$ cat src/rtl/led_mode_pkg.sv
// Shared types and constants for the LED mode controller: mode encodings,
// initial patterns, widths and the per-tick pattern step.
package led_mode_pkg;

    localparam int MODE_W   = 2;
    localparam int LED_W    = 4;
    localparam int NUM_KEYS = 4;

    typedef enum logic [MODE_W-1:0] {
        MODE_OFF   = 2'd0,
        MODE_BLINK = 2'd1,
        MODE_FLOW  = 2'd2,
        MODE_COUNT = 2'd3
    } mode_e;

    localparam logic [LED_W-1:0] PAT_OFF   = 4'b0000;
    localparam logic [LED_W-1:0] PAT_BLINK = 4'b1111;
    localparam logic [LED_W-1:0] PAT_FLOW  = 4'b0001;
    localparam logic [LED_W-1:0] PAT_COUNT = 4'b0000;

    function automatic logic [LED_W-1:0] init_pattern(input mode_e m);
        logic [LED_W-1:0] p;
        case (m)
            MODE_BLINK: p = PAT_BLINK;
            MODE_FLOW:  p = PAT_FLOW;
            MODE_COUNT: p = PAT_COUNT;
            default:    p = PAT_OFF;
        endcase
        return p;
    endfunction

    function automatic logic [LED_W-1:0] next_pattern(input mode_e m,
                                                      input logic [LED_W-1:0] cur);
        logic [LED_W-1:0] p;
        case (m)
            MODE_BLINK: p = ~cur;
            MODE_FLOW:  p = {cur[LED_W-2:0], cur[LED_W-1]};
            MODE_COUNT: p = cur + 1'b1;
            default:    p = PAT_OFF;
        endcase
        return p;
    endfunction

endpackage

$ cat src/rtl/key_debounce.sv
// One key lane: 2-flop synchronizer, counting debouncer and a registered
// one-cycle pulse on each debounced 0->1 transition.
module key_debounce #(
    parameter int DEB_CNT = 1000000
) (
    input  logic clk,
    input  logic rst_n,
    input  logic key_in,
    output logic key_lvl,
    output logic key_press
);

    localparam int CNT_W = (DEB_CNT > 1) ? $clog2(DEB_CNT) : 1;
    localparam logic [CNT_W-1:0] CNT_MAX = CNT_W'(DEB_CNT - 1);

    logic             sync1_q, sync2_q;
    logic             lvl_q, lvl_d;
    logic             press_q, press_d;
    logic [CNT_W-1:0] cnt_q, cnt_d;

    // The counter only survives while every sample disagrees with the
    // accepted level, so DEB_CNT consecutive samples are needed to flip it.
    always_comb begin
        cnt_d   = '0;
        lvl_d   = lvl_q;
        press_d = 1'b0;
        if (sync2_q != lvl_q) begin
            if (cnt_q == CNT_MAX) begin
                lvl_d   = sync2_q;
                press_d = sync2_q;
            end else begin
                cnt_d = cnt_q + 1'b1;
            end
        end
    end

    always_ff @(posedge clk or negedge rst_n) begin
        if (!rst_n) begin
            sync1_q <= 1'b0;
            sync2_q <= 1'b0;
            lvl_q   <= 1'b0;
            press_q <= 1'b0;
            cnt_q   <= '0;
        end else begin
            sync1_q <= key_in;
            sync2_q <= sync1_q;
            lvl_q   <= lvl_d;
            press_q <= press_d;
            cnt_q   <= cnt_d;
        end
    end

    assign key_lvl   = lvl_q;
    assign key_press = press_q;

endmodule

$ cat src/rtl/led_mode_ctrl.sv
// Four-key LED mode controller: debounced key presses select OFF/BLINK/FLOW/COUNT
// and a tick counter steps the pattern. Define KEY_ROUND_ROBIN_EN for round-robin arbitration.
module led_mode_ctrl
    import led_mode_pkg::*;
#(
    parameter int DEB_CNT  = 1000000,
    parameter int TICK_CNT = 12500000
) (
    input  logic                clk,
    input  logic                rst_n,
    input  logic [NUM_KEYS-1:0] key,
    output logic [LED_W-1:0]    led,
    output logic [MODE_W-1:0]   mode,
    output logic [NUM_KEYS-1:0] grant
);

    localparam int TCNT_W = (TICK_CNT > 1) ? $clog2(TICK_CNT) : 1;
    localparam logic [TCNT_W-1:0] TICK_MAX = TCNT_W'(TICK_CNT - 1);

    logic [NUM_KEYS-1:0] key_lvl;
    logic [NUM_KEYS-1:0] key_press;
    logic                unused_lvl;

    for (genvar g = 0; g < NUM_KEYS; g++) begin : g_key
        key_debounce #(.DEB_CNT(DEB_CNT)) u_deb (
            .clk       (clk),
            .rst_n     (rst_n),
            .key_in    (key[g]),
            .key_lvl   (key_lvl[g]),
            .key_press (key_press[g])
        );
    end

    assign unused_lvl = ^key_lvl;

    logic       sel_valid;
    logic [1:0] sel_idx;

`ifdef KEY_ROUND_ROBIN_EN
    logic [1:0] ptr_q, ptr_d;

    // ptr_q holds the last granted index; the search begins just after it.
    always_comb begin
        logic [1:0] idx;
        sel_valid = 1'b0;
        sel_idx   = '0;
        idx       = '0;
        for (int i = 1; i <= NUM_KEYS; i++) begin
            idx = ptr_q + 2'(i);
            if (!sel_valid && key_press[idx]) begin
                sel_valid = 1'b1;
                sel_idx   = idx;
            end
        end
        ptr_d = sel_valid ? sel_idx : ptr_q;
    end

    always_ff @(posedge clk or negedge rst_n) begin
        if (!rst_n) ptr_q <= '0;
        else        ptr_q <= ptr_d;
    end
`else
    always_comb begin
        sel_valid = |key_press;
        sel_idx   = '0;
        for (int i = NUM_KEYS - 1; i >= 0; i--) begin
            if (key_press[i]) sel_idx = 2'(i);
        end
    end
`endif

    mode_e               mode_q, mode_d;
    logic [LED_W-1:0]    led_q, led_d;
    logic [NUM_KEYS-1:0] grant_q, grant_d;
    logic [TCNT_W-1:0]   tick_cnt_q, tick_cnt_d;
    logic                tick;

    assign tick = (tick_cnt_q == TICK_MAX);

    // A grant restarts the selected mode and swallows any coincident tick.
    always_comb begin
        grant_d    = '0;
        mode_d     = mode_q;
        led_d      = led_q;
        tick_cnt_d = tick_cnt_q + 1'b1;
        if (sel_valid) begin
            grant_d[sel_idx] = 1'b1;
            mode_d           = mode_e'(sel_idx);
            led_d            = init_pattern(mode_e'(sel_idx));
            tick_cnt_d       = '0;
        end else if (tick) begin
            tick_cnt_d = '0;
            led_d      = next_pattern(mode_q, led_q);
        end
    end

    always_ff @(posedge clk or negedge rst_n) begin
        if (!rst_n) begin
            mode_q     <= MODE_OFF;
            led_q      <= '0;
            grant_q    <= '0;
            tick_cnt_q <= '0;
        end else begin
            mode_q     <= mode_d;
            led_q      <= led_d;
            grant_q    <= grant_d;
            tick_cnt_q <= tick_cnt_d;
        end
    end

    assign led   = led_q;
    assign mode  = mode_q;
    assign grant = grant_q;

endmodule
$ cat config.mk
export PLATFORM = sky130hd
export DESIGN_NAME = led_mode_ctrl
export DESIGN_NICKNAME = d
export VERILOG_FILES = /design/src/rtl/led_mode_pkg.sv /design/src/rtl/key_debounce.sv /design/src/rtl/led_mode_ctrl.sv
export SDC_FILE = /design/constraint.sdc
export NUM_CORES = 1
export LEC_CHECK = 0
export CAP_MARGIN = 10
export CORE_MARGIN = 2
export CORE_UTILIZATION = 65
export DETAILED_ROUTE_END_ITERATION = 7
export GPL_ROUTABILITY_DRIVEN = 0
export PLACE_DENSITY_LB_ADDON = 0.12
export SKIP_LAST_GASP = 1
export SLEW_MARGIN = 5
export SYNTH_ARGS = -nofsm -noshare
export SYNTH_HDL_FRONTEND = slang
export SYNTH_SLANG_ARGS = --single-unit
$ cat constraint.sdc
create_clock -name clk -period 2.86 [get_ports clk]
set_clock_uncertainty 0.05 [all_clocks]
set_input_delay 0.286 -clock clk [delete_from_list [all_inputs] [get_ports clk]]
set_output_delay 0.286 -clock clk [all_outputs]
set_load 0.03 [all_outputs]
Word level (Yosys, flattened, before mapping). Index checks and enable logic that the tools add are counted.

Add/subtract/negate cells: 6. $mul: 0. Divide/modulo/power cells: 0. Magnitude comparators: 2. Eq/ne operators: 14. Shift-type cells: 0. Mux-type cells: 29. Bitwise gates (word level): 1. Reduce and logical (&&, ||, !) cells: 7.

Operator list (count): $mux 20 (8); $add 20x1->20 const B (4); $eq 20x20->1 const B (4); $mux 24 (2); $add 24x1->24 const B (1); $eq 24x24->1 const B (1); $mux 4 (3); $pmux 4 s3 (1); $mux 1 (9); $mux 2 (4); $pmux 4 s2 (1); $reduce_and 2->1 (4); $eq 2x2->1 const B (3); $add 4x1->4 const B (1); $eq 2x1->1 const B (2); $ne 1x1->1 (4); $not 4->4 (1); $reduce_or 4->1 (1); $lt 2x3->1 const B (1); $demux 1 s2 (1); $ge 2x1->1 const B (1); $reduce_bool 2->1 (1); $logic_and 1x1->1 (1).

Bits in registers: 130. Latch bits: 0. Bits in writable memories: 0. Memory bits (read-only): 0. Input port bits: 6. Output and inout bits: 10. Logic and storage cells: 83. Memories: 0.

Longest topological paths before layout. Gate-level depths: netlist of the first run.

Word-level depth: 9. Gate-level depth with buffers: 8. Mapped depth without buffers: 6.

Hierarchy. Synthesis of the first run repeated with hierarchy kept, for this count alone.

Cell total of the unflattened synthesis: 623. Area, all modules: 6525.0 um2.

By module, submodules not included: key_debounce at g_key[0].u_deb ... (times used 3, cells each 107, area each 1184.9 um2, seq. area each 600.6 um2); led_mode_ctrl (times used 1, cells each 193, area each 1826.8 um2, seq. area each 850.8 um2); key_debounce at g_key[2].u_deb (times used 1, cells each 109, area each 1143.6 um2, seq. area each 600.6 um2).

Worst setup path before layout of the first run. No wires, ideal clock.

Path kind: reg2reg. Start point: register tick_cnt_q[6]. End point: register led_q[1] (netlist: led[1]). Library setup time: 126 ps. Data arrival time: 1637 ps. Required time: 2684 ps. Slack: 1047 ps. Stages on the path, launching flop included: 5. Path buffers: 0. Clock period less this slack: 1813 ps. Cell sequence: dfrtp_1 -> or4_4 -> nor4_2 -> a21oi_1 -> a221o_1.

Word-level cells in the longest chain between the ends: 2.

Ends and longest elaborated chain: start, declared (line led_mode_ctrl.sv:75) `logic [TCNT_W-1:0] tick_cnt_q, tick_cnt_d;`; start signal, assigned (line led_mode_ctrl.sv:107) `tick_cnt_q <= tick_cnt_d;`; $eq 24x24->1 (line led_mode_ctrl.sv:78) `assign tick = (tick_cnt_q == TICK_MAX);`; $reduce_bool 2->1 (no source line); end signal, assigned (line led_mode_ctrl.sv:105) `led_q <= led_d;`; end, declared (line led_mode_ctrl.sv:73) `logic [LED_W-1:0] led_q, led_d;`.

Every way passes these cells. A chain may end at the register's enable or synchronous reset.

Worst setup path after layout of the first run.
Start point: register tick_cnt_q[6]. End point: register tick_cnt_q[7].

Word-level cells in the longest chain between the ends: 3. Elaborated cells on any way between the ends: 4. Classes of those cells: 1 x add/sub; 1 x eq/ne; 2 x mux.

Ends and longest elaborated chain: $add 24x1->24 or $eq 24x24->1 (tied branches) (line led_mode_ctrl.sv:85, led_mode_ctrl.sv:78); $mux 24 * (line led_mode_ctrl.sv:91) `end else if (tick) begin`; $mux 24 * (line led_mode_ctrl.sv:86) `if (sel_valid) begin`; net tick_cnt_d[7] (line led_mode_ctrl.sv:75).

Mark *: on every way through the listed nets, which the timed path passes. The rest lies on a longest branch.

==> summary.md, run 1 <==
| Metric | Value |
|---|---|
| Status | completed |
| Post-Route WL | around 11,000 um |
| Die Y | 101 um |
| Tot Pwr | around 4.3 mW |
| Final hold violation count | 0 |
| Register area share after synthesis | 0.536 |
| FF-to-FF path depth | 5 |
| Die area | ~0.010 mm^2 |
| Critical Path End Type | flop |
| Worst rel slew slack | 0.526 |
| Main area contributors after synthesis | dfrtp_1 54%, xor2_1 8.7%, nor2_1 7.8%, xnor2_1 5.6%, nand3_1 3.9% |
| Sequential standard cell area | 0.00325 mm^2 |
| Peak VDD IR | 0.580 mV |
| Layout Nets | around 640 |
| WP depth | 5 |
| Avg WL per Cell | about 15 um |
| DR iter-0 viols | between 150 and 200 |
| Hold/Removal Path Class | input port to flop |
| Post-Syn Area | roughly 0.0061 mm^2 |
| First-pass GRT wire length | slightly below 20,000 um |
| Diodes inserted | 0 |
| CTS max path bufs | 2 |
| Critical-path cell list | or4_4, nor4_2, nand2_1, nand2_2, nor2_1 |
| Area leader, netlist | dfrtp_1 |
| Reg2reg start | tick_cnt_q[6] |
| Share of layout cells above drive strength 1 | 0.0787 |
| Post-synthesis adder-cell area fraction | 0.0227 |
| DR vias/cell | around 5.7 |
| Post-route DRC | 0 |
| Multi-input logic area | approximately 0.0027 mm^2 |
| Vias in the first global route | ~4,200 |
| Syn-to-layout area delta | 14.8% |
| Crit Path Class | flop to flop |
| Worst-skew pair later-pin latency | 0.52 ns |
| Pin count of the biggest net entering global routing | 57 |
| Die width | 101 um |
| H-tree levels | 4 |
| Unrepaired setup endpoints after global routing | no |
| Final worst slack | 0.707 ns |
| Internal | between 3 and 4 mW |
| Synth warnings | 0 |
| Netlist cell types | 44 |
| Setup TNS | 0 ns |
| Synth async-reset ratio | 1.00 |
| Combinational family with the most area after synthesis | simple AND/OR/NAND/NOR gates |
| Worst-path fanout max | 23 |
| Worst EP required | 3.19 ns |
| Startpoint Class | flop |
| CTS resizes | 0 |
| Register share of total power | 0.441 |
| Synth Area in Simple Gates | 0.256 |
| Clk slew on worst S/H paths | ~0.06 ns |
| Gr usage total | 0.247 |
| Vias post-DR | ~4,300 |
| Leakage Power | about 3 nW |
| Core region area | roughly 0.0092 mm^2 |
| Hold slack | 0.154 ns |
| Post-synthesis compound-gate area fraction | 0.0181 |
| # rows | 35 |
| Peak Freq | between 400 and 500 MHz |
| Synth Area in XOR/XNOR | 0.143 |
| Setup violators final | 0 |
| Pins over their slew limit | 0 |
| Post-synthesis sequential element count | 130 |
| Clock root buffer | clkbuf_8 |
| Post-DP HPWL | about 7300 um |
| Max Cap Viol | 0 |
| Min cycle time layout | between 2 and 2.5 ns |
| Pwr/cell area | a little over 600 mW/mm^2 |
| Total CTS buffers | 17 |
| # port buffers | 15 |
| # IOs | 16 |
| Critical path capture point | tick_cnt_q[7] |
| Top-count cell post-synth | dfrtp_1 |
| Sw power | ~850 uW |
| Number of buffers and inverters on the critical path | 0 |
| Syn avg cell area | between 10 and 15 um^2 |
| DR pass1 iterations | 5 |
| CP max stage cell | or4_4 |
| Worst Setup SP | tick_cnt_q[6] |
| Worst-margin pin slew | slightly above 0.7 ns |
| Most instantiated cells after synthesis | 130 x dfrtp_1, 127 x nor2_1, 60 x xor2_1 |
| WP data arrival | around 2.5 ns |
| Switching Fraction | 0.199 |
| Mux share of post-synthesis cell area | 0.00742 |
| Final period util | 0.753 |
| Initial antenna violation count | 0 |
| Flop-to-flop setup slack | just over 0.7 ns |
| Syn nets | between 600 and 700 |
| Clock group share of total power | 0.538 |
| Comb pwr share | 0.021 |
| Clock sinks | between 100 and 150 |
| Share of the synthesized area in the top cell type | 0.536 |
| Grt ovf | 0 |
| Post-Syn Instances | 594 |
| Crit path max-delay family | simple AND/OR/NAND/NOR gates |
| CP peak stage delay | 0.57 ns |
| Place WS | roughly 0.78 ns |
| Post-CTS Setup Bufs | 0 |
| CTS tree | yes |
| Final ANT Viol Nets | 0 |
| Prevailing post-synth register cell | dfrtp_1 |
| EDFF count, synth | 0 |
| Starting density of the core | 0.664 |
| Crit Reg-Reg Endpoint | tick_cnt_q[7] |
| Fill cell count | roughly 600 |
## cell usage in the layout, fill, tap and decap left out, types with 5 or more instances in the layout
master,count
dfrtp_1,130
nor2_1,127
xor2_1,60
nand3_1,47
xnor2_1,39
nand2_1,36
nand4_1,26
clkbuf_16,16
nor3_1,14
clkdlybuf4s50_1,14
inv_1,12
and3_1,12
ha_1,11
nor4_1,9
clkbuf_8,6
nor4_2,5
and2_1,5
buf_4,5
## metrics by stage
step	area, um^2	std cells	util
final	6980	746	0.762
after global routing	6980	746	0.762
after CTS	6980	746	0.762
after detailed placement	6330	713	0.691
after global placement	6330	713	0.691
after floorplan	6070	594	-
## power groups by stage
stage / Clock [mW] / Sequential, mW / Combinational (mW)
CTS: 2.33 / 1.88 / 0.0951
floorplan: 0 / 1.91 / 0.0397
detailed placement: 0 / 1.91 / 0.0931
finish: 2.29 / 1.88 / 0.0909
global route: 2.40 / 1.88 / 0.107
global placement: 0 / 1.91 / 0.0896
## flip-flops by register name, summed over array words and instances (netlist names)
name                   cells
grant                      4
g_key.u_deb.key_lvl        4
g_key.u_deb.sync2_q        4
led                        4
mode                       2
g_key.u_deb.cnt_q         80
tick_cnt_q                24
g_key.u_deb.key_press      4
g_key.u_deb.sync1_q        4
## final cells by class
class,instances,area share
Multi-Input combinational cell,441,0.389
Clock buffer,23,0.0698
Sequential cell,130,0.466
Tap cell,111,0.0199
Inverter,12,0.00646
Clock inverter,9,0.0215
Timing Repair Buffer,20,0.0269
## worst min path at each step
stage	from	end	slack, ns	cells past startpoint
floorplan	rst_n	g_key[0].u_deb.cnt_q[0]	-0.06	0
global placement	g_key[3].u_deb.sync1_q	g_key[3].u_deb.sync2_q	0.28	0
detailed placement	g_key[1].u_deb.sync1_q	g_key[1].u_deb.sync2_q	0.28	0
CTS	key[3]	g_key[3].u_deb.sync1_q	0.13	1
global route	key[3]	g_key[3].u_deb.sync1_q	0.12	1
finish	key[3]	g_key[3].u_deb.sync1_q	0.15	1
## what timing repair did
action	CTS	global route
hold buffers	1	0
endpoints found under the hold margin	52	0
setup endpoints to repair	0	0
## metal layers
layer / share of wire / track usage / vias to the layer above / wire length (um)
li1: - / - / 2075 / -
met1: 0.46 / 0.320 / 2091 / 5210
met5: 0 / 0 / - / 0
met4: 0.022 / 0.104 / 0 / 252
met3: 0.031 / 0.0693 / 21 / 356
met2: 0.49 / 0.394 / 82 / 5570
## logic make-up after synthesis
group	after synthesis
adder cells (fa/ha/maj)	11
AO/OA/AOI/OAI	15
buffers and inverters	23
XOR/XNOR	99
flip-flops	130
AND/OR/NAND/NOR	312
multiplexers	4
(Power assumes the default switching activity.)
==> inputs of run 2 (changes only) <==
--- a/config.mk
+++ b/config.mk
@@ -7,7 +7,7 @@
 export LEC_CHECK = 0
 export CAP_MARGIN = 10
 export CORE_MARGIN = 2
-export CORE_UTILIZATION = 65
+export CORE_UTILIZATION = 62
 export DETAILED_ROUTE_END_ITERATION = 7
 export GPL_ROUTABILITY_DRIVEN = 0
 export PLACE_DENSITY_LB_ADDON = 0.12
==> constraint.sdc (replaced) <==
create_clock -name clk -period 2 [get_ports clk]
set_clock_uncertainty 0.05 [all_clocks]
set_input_delay 0.2 -clock clk [delete_from_list [all_inputs] [get_ports clk]]
set_output_delay 0.2 -clock clk [all_outputs]
set_load 0.03 [all_outputs]
==> summary.md, run 2 (synthesized netlist as in run 1, its figures left out) <==
| Metric | Value |
|---|---|
| Status | completed |
| Grt ovf | 0 (unchanged) |
| Biggest regs | g_key.u_deb.cnt_q (80), tick_cnt_q (24) |
| Post-CTS Setup Bufs | 0 (unchanged) |
| Starting density of the core | 0.630 (-0.0335) |
| Worst-skew pair later-pin latency | 0.52 ns (about the same) |
| Critical-path cell list | or4_1, nor4_1, nand3_1, mux2_1 |
| Layout Cells excl Fill | 781 (+4.7%) |
| CP max stage cell | or4_1 |
| Core region area | 0.00964 mm^2 (+5.3%) |
| Worst-path fanout max | 4 (-83%) |
| Worst EP required | 2.34 ns (-0.85 ns) |
| Die area | 0.0106 mm^2 (+4.7%) |
| Vias in the first global route | 4,123 (-2.3%) |
| # IOs | 16 (unchanged) |
| Startpoint Class | flop |
| # port buffers | 15 (unchanged) |
| Vias post-DR | 4,306 (+0.87%) |
| Peak VDD IR | 0.626 mV (+7.9%) |
| CP peak stage delay | 0.53 ns (-0.04 ns) |
| Post-Place Cells | 749 (+5.0%) |
| Final hold violation count | 0 (unchanged) |
| Final period util | 0.962 (+0.210) |
| Place WS | 0.0942 ns (-0.685 ns) |
| Layout Nets | 653 (+2.2%) |
| First-pass GRT wire length | 18,800 um (-3.8%) |
| Unrepaired setup endpoints after global routing | no |
| Fill cell count | 703 (+14%) |
| Tot Pwr | 5.89 mW (+38%) |
| CTS max path bufs | 2 (unchanged) |
| Initial antenna violation count | 0 (unchanged) |
| Hold slack | 0.0695 ns (-0.0845 ns) |
| Commonest cells after routing, fill and taps aside | 130 x dfrtp_1, 127 x nor2_1, 60 x xor2_1 |
| WP data arrival | 2.27 ns (-0.21 ns) |
| Syn-to-layout area delta | 17.2% |
| Total CTS buffers | 17 (unchanged) |
| Final worst slack | 0.0754 ns (-0.632 ns) |
| Worst rel slew slack | 0.619 (+0.0930) |
| Peak Freq | 520 MHz (+12%) |
| Hold/Removal Path Class | input port to flop |
| Post-route DRC | 0 (unchanged) |
| CTS tree | yes |
| Pwr/cell area | 827 mW/mm^2 (+35%) |
| DR vias/cell | 5.51 (-3.7%) |
| Biggest register | g_key.u_deb.cnt_q |
| Worst-margin pin slew | 0.566 ns (-0.145 ns) |
| Critical Path End Type | flop |
| Setup TNS | 0 ns (unchanged) |
| H-tree levels | 4 (unchanged) |
| Gr usage total | 0.230 (-0.0173) |
| Pin count of the biggest net entering global routing | 89 (+56%) |
| Most common cell after layout, fill and taps aside | dfrtp_1 |
| Post-Route WL | 11,100 um (-2.7%) |
| Pins over their slew limit | 0 (unchanged) |
| Crit Path Class | flop to flop |
| Leakage Power | 3.19 nW (+3.7%) |
| Die Y | 103 um (+2.3%) |
| DR pass1 iterations | 5 (unchanged) |
| Share of layout cells above drive strength 1 | 0.0988 (+0.0200) |
| Clock sinks | 130 (unchanged) |
| Post-DP HPWL | 7180 um (-1.6%) |
| Die width | 103 um (+2.3%) |
| DR iter-0 viols | 175 (+16%) |
| Max FFs per register | 80 (unchanged) |
| Avg WL per Cell | 14.2 um (-7.0%) |
| Max Cap Viol | 0 (unchanged) |
| # rows | 36 (+2.9%) |
| Min cycle time layout | 1.92 ns (-0.228 ns) |
| Setup violators final | 0 (unchanged) |
| Final ANT Viol Nets | 0 (unchanged) |
| Diodes inserted | 0 (unchanged) |
| Clk slew on worst S/H paths | 0.06 ns (about the same) |
| Clock root buffer | clkbuf_8 |
-- run 2: power by group --
group          internal (mW)  leakage (nW)  switching (mW)
combinational         0.0479          1.13          0.0934
sequential              2.66          1.77          0.0252
clock                   1.98         0.286            1.08
-- run 2: worst max-delay path: cells and delay by family (launching register included) --
| kind | cells | cell delay, ns |
|---|---|---|
| multiplexers | 1 | 0.38 |
| flip-flops | 1 | 0.38 |
| AND/OR/NAND/NOR | 3 | 1.00 |
-- run 2: worst paths after layout --
| check | startpoint | endpoint | slack [ns] | cells past startpoint |
|---|---|---|---|---|
| max reg2reg | g_key[3].u_deb.cnt_q[7] | g_key[3].u_deb.key_lvl | 0.08 | 4 |
| max in group asynchronous | rst_n | g_key[2].u_deb.cnt_q[16] | 1.26 | 3 |
| min reg2reg | g_key[2].u_deb.sync1_q | g_key[2].u_deb.sync2_q | 0.30 | 0 |
| max | g_key[3].u_deb.cnt_q[7] | g_key[3].u_deb.key_lvl | 0.08 | 4 |
| min in group asynchronous | rst_n | g_key[3].u_deb.cnt_q[14] | 0.20 | 3 |
| min | key[2] | g_key[2].u_deb.sync1_q | 0.07 | 1 |
-- run 2: metal layers --
layer  global-route usage  part of all wire  up-vias
li1                     -                 -     2105
met1                0.292              0.44     2113
met2                0.381              0.51       80
met3               0.0725             0.043        8
met4               0.0688            0.0072        0
met5                    0                 0        -
-- run 2: final cells by class --
| type | count | area, um^2 | area share |
|---|---|---|---|
| clock buffers | 21 | 459 | 0.0645 |
| clock inverters | 10 | 133 | 0.0186 |
| inverters | 12 | 45.0 | 0.00633 |
| multi-input cells | 441 | 2720 | 0.382 |
| flip-flops and latches | 130 | 3250 | 0.457 |
| well taps | 133 | 166 | 0.0234 |
| repair buffers | 34 | 344 | 0.0483 |
-- run 2: repair_timing --
item / in CTS / in global routing
resized for setup: 3 / 3
hold buffers: 1 / 0
gates cloned: 0 / 0
setup endpoints to repair: 3 / 11
hold endpoints to repair: 130 / 0
pin swaps: 0 / 1
-- run 2: metrics by stage --
step                utilization  cell area, um^2
floorplan                     -             6070
global placement          0.675             6510
detailed placement        0.675             6510
CTS                       0.738             7110
global route              0.739             7120
finish                    0.739             7120
==> inputs of run 3 (changes only) <==
--- a/config.mk
+++ b/config.mk
@@ -7,7 +7,7 @@
 export LEC_CHECK = 0
 export CAP_MARGIN = 10
 export CORE_MARGIN = 2
-export CORE_UTILIZATION = 62
+export CORE_UTILIZATION = 35
 export DETAILED_ROUTE_END_ITERATION = 7
 export GPL_ROUTABILITY_DRIVEN = 0
 export PLACE_DENSITY_LB_ADDON = 0.12
==> summary.md, run 3 (synthesized netlist as in run 1, its figures left out) <==
| Metric | Value |
|---|---|
| # rows | 48 (+33%) |
| Worst rel slew slack | 0.642 (+0.0235) |
| Pwr/cell area | 841 mW/mm^2 (+1.7%) |
| Post-route DRC | 0 (unchanged) |
| Share of layout cells above drive strength 1 | 0.108 (+0.00963) |
| First-pass GRT wire length | 20,300 um (+8.0%) |
| Setup violators final | 0 (unchanged) |
| Clock root buffer | clkbuf_16 |
| Max FFs per register | 80 (unchanged) |
| Layout Nets | 659 (+0.92%) |
| Clk slew on worst S/H paths | 0.06 ns (about the same) |
| Vias in the first global route | 4,268 (+3.5%) |
| Critical Path End Type | flop |
| CP peak stage delay | 0.57 ns (+0.04 ns) |
| Avg WL per Cell | 13.2 um (-6.7%) |
| Gr usage total | 0.140 (-0.0899) |
| Worst-path fanout max | 3 (-1) |
| Hold/Removal Path Class | input port to flop |
| CTS max path bufs | 2 (unchanged) |
| DR vias/cell | 4.86 (-12%) |
| Switching Fraction | 0.205 (+0.00126) |
| # IOs | 16 (unchanged) |
| Starting density of the core | 0.355 (-0.275) |
| Internal | 4.92 mW (+4.9%) |
| Final hold violation count | 0 (unchanged) |
| # port buffers | 15 (unchanged) |
| CTS tree | yes |
| Worst-margin pin slew | 0.531 ns (-0.0349 ns) |
| Pin count of the biggest net entering global routing | 54 (-39%) |
| Post-Route WL | 11,700 um (+5.1%) |
| WP data arrival | 2.16 ns (-0.11 ns) |
| Most common cell after layout, fill and taps aside | dfrtp_1 |
| Die area | 0.0184 mm^2 (+74%) |
| Max Cap Viol | 0 (unchanged) |
| Peak Freq | 522 MHz (+0.42%) |
| Setup TNS | 0 ns (unchanged) |
| Pins over their slew limit | 0 (unchanged) |
| Die width | 136 um (+32%) |
| Leakage Power | 3.23 nW (+1.3%) |
| Sw power | 1.27 mW (+5.7%) |
| Grt ovf | 0 (unchanged) |
| Final period util | 0.958 (-0.00398) |
| Non-Filler Cell Area, Final | 0.00735 mm^2 (+3.3%) |
| Diodes inserted | 0 (unchanged) |
| Peak VDD IR | 0.593 mV (-5.2%) |
| Biggest regs | g_key.u_deb.cnt_q (80), tick_cnt_q (24) |
| Worst EP required | 2.24 ns (-0.10 ns) |
| DR pass1 iterations | 5 (unchanged) |
| Final ANT Viol Nets | 0 (unchanged) |
| Startpoint Class | flop |
| Number of buffers and inverters on the critical path | 0 (unchanged) |
| Clock group share of total power | 0.541 (+0.021) |
| Vias post-DR | 4,275 (-0.72%) |
| Status | completed |
| Initial antenna violation count | 0 (unchanged) |
| Critical-path cell list | or4_4, nor4_2, nand2_1, a221oi_1, o31ai_1 |
| Core region area | 0.0171 mm^2 (+78%) |
| Placed cell area | 0.00669 mm^2 (+2.7%) |
| Register share of total power | 0.434 (-0.022) |
| Syn-to-layout area delta | 21.1% |
| Min cycle time layout | 1.92 ns (-0.00797 ns) |
| Comb pwr share | 0.024 (about the same) |
| Biggest register | g_key.u_deb.cnt_q |
| Post-DP HPWL | 7930 um (+10%) |
| Unrepaired setup endpoints after global routing | yes |
| Die Y | 136 um (+32%) |
| CP max stage cell | or4_4 |
| Total CTS buffers | 17 (unchanged) |
| Crit Path Class | flop to flop |
| Crit path max-delay family | simple AND/OR/NAND/NOR gates |
| DR iter-0 viols | 252 (+44%) |
| H-tree levels | 4 (unchanged) |
| Worst-skew pair later-pin latency | 0.42 ns (-0.10 ns) |
| Clock sinks | 130 (unchanged) |
| Commonest cells after routing, fill and taps aside | 130 x dfrtp_1, 127 x nor2_1, 60 x xor2_1 |
-- run 3: power by group through the flow --
stage | Sequential, mW | Combinational (mW) | Clock [mW]
after global routing | 2.69 | 0.174 | 3.58
after global placement | 2.73 | 0.152 | 0
after detailed placement | 2.73 | 0.155 | 0
final | 2.69 | 0.150 | 3.35
after floorplan | 2.73 | 0.0567 | 0
after CTS | 2.68 | 0.157 | 3.46
-- run 3: repair_timing --
| item | 4_1_cts | 5_1_grt |
|---|---|---|
| hold buffers | 1 | 0 |
| endpoints found under the hold margin | 51 | 0 |
| buffers inserted | 0 | 0 |
| endpoints found under the setup margin | 1 | 6 |
| resized for setup | 1 | 3 |
-- run 3: final timing paths --
kind,start,endpoint,slack [ns],cells after the start
setup / recovery,tick_cnt_q[8],led[0],0.08,5
hold / removal,key[3],g_key[3].u_deb.sync1_q,0.17,1
setup reg to reg,tick_cnt_q[8],led[0],0.08,5
hold reg to reg,g_key[3].u_deb.sync1_q,g_key[3].u_deb.sync2_q,0.30,0
max in group asynchronous,rst_n,g_key[0].u_deb.cnt_q[14],1.02,3
min in group asynchronous,rst_n,g_key[3].u_deb.cnt_q[14],0.26,2
-- run 3: per-layer routing --
layer  global-route usage  routed length, um  part of all wire
met5                    0                  0                 0
met2                0.220               5460              0.47
met3               0.0453                343             0.029
met4               0.0503                170             0.015
met1                0.182               5680              0.49
-- run 3: area by class of cell --
| type | instances | area, um^2 |
|---|---|---|
| well taps | 225 | 282 |
| clock buffers | 18 | 429 |
| inverters | 12 | 45.0 |
| clock inverters | 14 | 213 |
| multi-input cells | 441 | 2730 |
| repair buffers | 40 | 405 |
| fillers | 1637 | 9760 |
| flip-flops and latches | 130 | 3250 |
-- run 3: through the flow --
stage	setup WS (ns)	instances	hold slack, ns	utilization	total power [mW]
after floorplan	0.187	594	-0.146	-	2.78
after global placement	0.119	847	0.148	0.391	2.88
after detailed placement	0.0790	847	0.154	0.391	2.89
after CTS	0.0230	880	0.151	0.429	6.30
after global routing	-0.0255	880	0.165	0.430	6.44
final	0.0834	880	0.175	0.430	6.18
